**src/rtl/piso_register_reader.sv**
```systemverilog
// piso_register_reader: captures a WIDTH-bit word and serializes it over a valid/ready link.
// Define PISO_PARITY_EN to append an even-parity beat after the data bits.
module piso_register_reader #(
  parameter int WIDTH     = 8,
  parameter bit MSB_FIRST = 1'b1
) (
  input  logic             clk,
  input  logic             rst_n,
  input  logic [WIDTH-1:0] din,
  input  logic             load_valid,
  output logic             load_ready,
  output logic             sout,
  output logic             sout_valid,
  output logic             sout_last,
  input  logic             sout_ready,
  output logic             busy
);
`ifdef PISO_PARITY_EN
  localparam int N = WIDTH + 1;
`else
  localparam int N = WIDTH;
`endif
  localparam int CW = $clog2(WIDTH + 2);
  localparam logic [CW-1:0] LAST = CW'(N - 1);
  localparam logic [CW-1:0] PRE_LAST = CW'(N - 2);
  typedef enum logic {IDLE, SHIFT} state_t;
  state_t         state_q;
  logic [N-1:0]   shift_q;
  logic [CW-1:0]  cnt_q;
  logic           sout_q, sout_valid_q, sout_last_q;
  logic [WIDTH-1:0] ord;
  logic [N-1:0]   frame;
  // Frame is arranged in send order, first beat at the top bit.
  assign ord = MSB_FIRST ? din : {<<{din}};
`ifdef PISO_PARITY_EN
  assign frame = {ord, ^din};
`else
  assign frame = ord;
`endif
  always_ff @(posedge clk or negedge rst_n) begin
    if (!rst_n) begin
      state_q      <= IDLE;
      shift_q      <= '0;
      cnt_q        <= '0;
      sout_q       <= 1'b0;
      sout_valid_q <= 1'b0;
      sout_last_q  <= 1'b0;
    end else if (state_q == IDLE) begin
      if (load_valid) begin
        state_q      <= SHIFT;
        shift_q      <= frame << 1;
        cnt_q        <= '0;
        sout_q       <= frame[N-1];
        sout_valid_q <= 1'b1;
        sout_last_q  <= 1'b0;
      end
    end else if (sout_ready) begin
      if (cnt_q == LAST) begin
        state_q      <= IDLE;
        sout_q       <= 1'b0;
        sout_valid_q <= 1'b0;
        sout_last_q  <= 1'b0;
      end else begin
        shift_q     <= shift_q << 1;
        sout_q      <= shift_q[N-1];
        cnt_q       <= cnt_q + 1'b1;
        sout_last_q <= (cnt_q == PRE_LAST);
      end
    end
  end
  assign load_ready = (state_q == IDLE);
  assign busy       = (state_q == SHIFT);
  assign sout       = sout_q;
  assign sout_valid = sout_valid_q;
  assign sout_last  = sout_last_q;
endmodule

```
**config.mk**
```make
export PLATFORM = sky130hd
export DESIGN_NAME = piso_register_reader
export DESIGN_NICKNAME = d
export VERILOG_FILES = /design/src/rtl/piso_register_reader.sv
export SDC_FILE = /design/constraint.sdc
export NUM_CORES = 1
export LEC_CHECK = 0
export ABC_AREA = 1
export CAP_MARGIN = 10
export CORE_MARGIN = 10
export CORE_UTILIZATION = 45
export CTS_CLUSTER_DIAMETER = 60
export CTS_CLUSTER_SIZE = 12
export DETAILED_ROUTE_END_ITERATION = 10
export PLACE_DENSITY = 0.72
export SYNTH_ARGS = -nofsm -noshare
export SYNTH_HDL_FRONTEND = slang
export SYNTH_SLANG_ARGS = --single-unit
```
**constraint.sdc**
```tcl
create_clock -name clk -period 1.3 [get_ports clk]
set_input_delay 0.26 -clock clk [delete_from_list [all_inputs] [get_ports clk]]
set_output_delay 0.26 -clock clk [all_outputs]
set_load 0.02 [all_outputs]
```
==> out/qor.json <==
{
  "yosys": {
    "synth_most_common_cell": "sky130_fd_sc_hd__nand2_1",
    "synth_top_cell_by_area": "sky130_fd_sc_hd__dfrtp_1",
    "synth_common_cells": "34 x sky130_fd_sc_hd__nand2_1, 15 x sky130_fd_sc_hd__dfrtp_1, 7 x sky130_fd_sc_hd__inv_1, 7 x sky130_fd_sc_hd__nand3_1, 7 x sky130_fd_sc_hd__o21ai_0",
    "synth_top_area_share": 0.490,
    "netlist_instances": 95,
    "postSynthNetCount": 109,
    "synth_edf_count": 0,
    "ys_seq_area_frac": 0.490,
    "synth.cell_area_um2": 766,
    "yosys.cell_types.count": 17,
    "dominantRegCellSynth": "sky130_fd_sc_hd__dfrtp_1",
    "synthesis.area_per_instance_um2": 8.06,
    "ys_seq_elements": 15,
    "ys_async_sr_fraction": 1.00,
    "yosys_warnings": 0,
    "synthTopCellsByArea": "sky130_fd_sc_hd__dfrtp_1 49%, sky130_fd_sc_hd__nand2_1 17%, sky130_fd_sc_hd__nand3_1 4.6%"
  },
  "sta": {
    "max_slew_headroom": 0.835,
    "finalWorstPathRequiredPeriod_ns": 1.28,
    "finalSetupViolations": 0,
    "fin_hold_ws_ns": 0.275,
    "tightest_slew_ns": 0.246,
    "final.setup_skew_ns": 0.00445,
    "timing.fmax_ghz": 0.782,
    "report.final.hold_viol_count": 0,
    "final_max_slew_viol_count": 0,
    "rsz0062_at_grt": "yes",
    "layout_worst_path_cycle_share": 0.984
  },
  "place": {
    "place.detailed.hpwl_um": 1420,
    "io_buffers": 16,
    "place_congestion": 0.822,
    "placed_cells": 134
  },
  "floorplan": {
    "start_util": 0.491,
    "std_cell_rows": 14,
    "floorplan.die.height_um": 61.3,
    "pin_count": 17,
    "floorplan.die_area_um2": 3750,
    "chipWidth_um": 61.3,
    "core_area_um2": 1560
  },
  "clock_tree": {
    "clock_path_buffers": 2,
    "number_of_buffers_inserted_by_hold_repair_at_cts": 0,
    "clock_insertion_delay_worst_skew_ns": 0.30,
    "cts_made_buffers": 3,
    "cts_tree": "done",
    "cts.reportedPaths.clkPinSlew_ns": 0.10,
    "root_buffer": "sky130_fd_sc_hd__clkbuf_4",
    "h-tree-depth": 1,
    "clock-sinks": 15
  },
  "global_routing": {
    "gr-usage-met3": 0.0309,
    "vias_in_the_first_global_route": 673,
    "gr-total-overflow": 0,
    "grt_first_pass_wirelength_um": 2880,
    "top_usage_layer": "met2",
    "globalRouteTotalUtil": 0.105,
    "gr-usage-met1": 0.115,
    "grtUsageMet2": 0.178,
    "number_of_antenna_violations_at_the_first_check_in_global_routing": 0,
    "grt_start_max_net_pins": 16
  },
  "layout": {
    "final-instance-count-excl-fill": 143,
    "num-nets-final": 142,
    "area_growth_syn_to_layout_pct": 42.5,
    "layout_cells_sized_above_1": 0.252,
    "antenna_cells_inserted": 0,
    "fill_cells": 128,
    "final_core_util": 0.700
  },
  "route": {
    "postRouteWirelength_um": 2020,
    "drt-vias-per-instance": 5.20,
    "drt_drc_violations_left": 0,
    "drt-pass1-iter-count": 4,
    "initialDrtViolationCount": 23,
    "routedWlPerCell_um": 14.1,
    "detailroute.via_count": 744,
    "final_antenna_net_count": 0
  },
  "power": {
    "leakage_uw": 0.000537,
    "p_per_area_nw_per_um2": 1790,
    "power.ir.vdd_worst_uv": 1120
  },
  "worst_setup_path": {
    "criticalPathCategory": "register to output port",
    "critical_path_peak_fanout": 5,
    "crit_required_ns": 1.04,
    "setup.worst_path.start_class": "register",
    "timing.reg2reg.setup_slack_ns": 0.04,
    "crit_end_element": "output port",
    "data_arrival_time_at_the_worst_slack_endpoint_ns": 1.02
  },
  "run": {
    "cap_viol_max_count": 0
  },
  "worst_hold_path": {
    "hold_path_class": "input port to asynchronous set/reset pin"
  },
  "run_status": {
    "outcome": "finished clean"
  }
}
## timing repair
| item | CTS | global route |
|---|---|---|
| cloned | 0 | 1 |
| resized for setup | 6 | 15 |
| setup endpoints to repair | 6 | 14 |
| pin swaps | 0 | 4 |
| buffers inserted | 0 | 4 |
## per-stage QoR
| stage | total power [uW] | area (um2) | TNS (ns) | setup WS (ns) |
|---|---|---|---|---|
| after floorplan | 1230 | 766 | 0 | 0.0724 |
| after detailed placement | 1580 | 995 | -0.949 | -0.110 |
| after global routing | 2090 | 1090 | -0.172 | -0.0366 |
| final | 1950 | 1090 | 0 | 0.0211 |
| after CTS | 1830 | 1020 | -0.0539 | -0.0472 |
| after global placement | 1550 | 995 | -0.669 | -0.100 |
## final cells by class
class,count,area (um2),share of cell area
multi-input combinational,71,370,0.339
sequential,15,378,0.346
tap,16,20.0,0.0183
inverter,8,35.0,0.0321
timing repair buffer,29,258,0.236
clock buffer,3,22.5,0.0206
clock inverter,1,7.51,0.00688
## cell families after synthesis
| logic type | Yosys count | synth area share |
|---|---|---|
| flip-flops | 15 | 0.490 |
| buffers and inverters | 10 | 0.0670 |
| AND/OR/NAND/NOR | 51 | 0.296 |
| AO/OA/AOI/OAI | 17 | 0.114 |
| adder cells (fa/ha/maj) | 2 | 0.0327 |
## layout by cell type (no fill, tap or decap), types with 4 or more instances in the layout
cell type                         instances
sky130_fd_sc_hd__buf_4                   11
sky130_fd_sc_hd__clkdlybuf4s50_1         11
sky130_fd_sc_hd__dfrtp_1                 13
sky130_fd_sc_hd__inv_1                    7
sky130_fd_sc_hd__nand2_1                 32
sky130_fd_sc_hd__nand2_4                  4
sky130_fd_sc_hd__nand3_1                  6
sky130_fd_sc_hd__o21ai_0                  5
sky130_fd_sc_hd__o21ai_1                  8
## report_power, final
group	leakage [uW]	total, uW	internal [uW]	switching, uW
Combinational	0.000331	919	408	511
Clock	0.0000139	288	117	171
Sequential	0.000192	743	633	111
## sequential cells by signal, indices dropped and copies added (netlist names)
name	cells
sout_last	1
busy	1
shift_q	7
sout_valid	1
sout	1
cnt_q	4
## worst max-delay path: stages, from the launching register on
cell and delay, ns:
sky130_fd_sc_hd__dfrtp_2 0.45, sky130_fd_sc_hd__buf_6 0.14, sky130_fd_sc_hd__buf_6 0.12
## layer usage
| metal | share of wire | vias up |
|---|---|---|
| met4 | 0.015 | 0 |
| met5 | 0 | - |
| met2 | 0.50 | 20 |
| met1 | 0.43 | 346 |
| li1 | - | 372 |
| met3 | 0.053 | 6 |
## worst paths after layout
path | startpoint | to | cells past startpoint
worst min register to register | shift_q[4] | shift_q[4] | 2
worst max-delay path | busy | busy | 2
max in group asynchronous | rst_n | busy | 2
min in group clk | shift_q[4] | shift_q[4] | 2
worst max register to register | busy | shift_q[6] | 7
worst min-delay path | rst_n | shift_q[4] | 2
No activity file was read; power rests on OpenSTA's default activity.
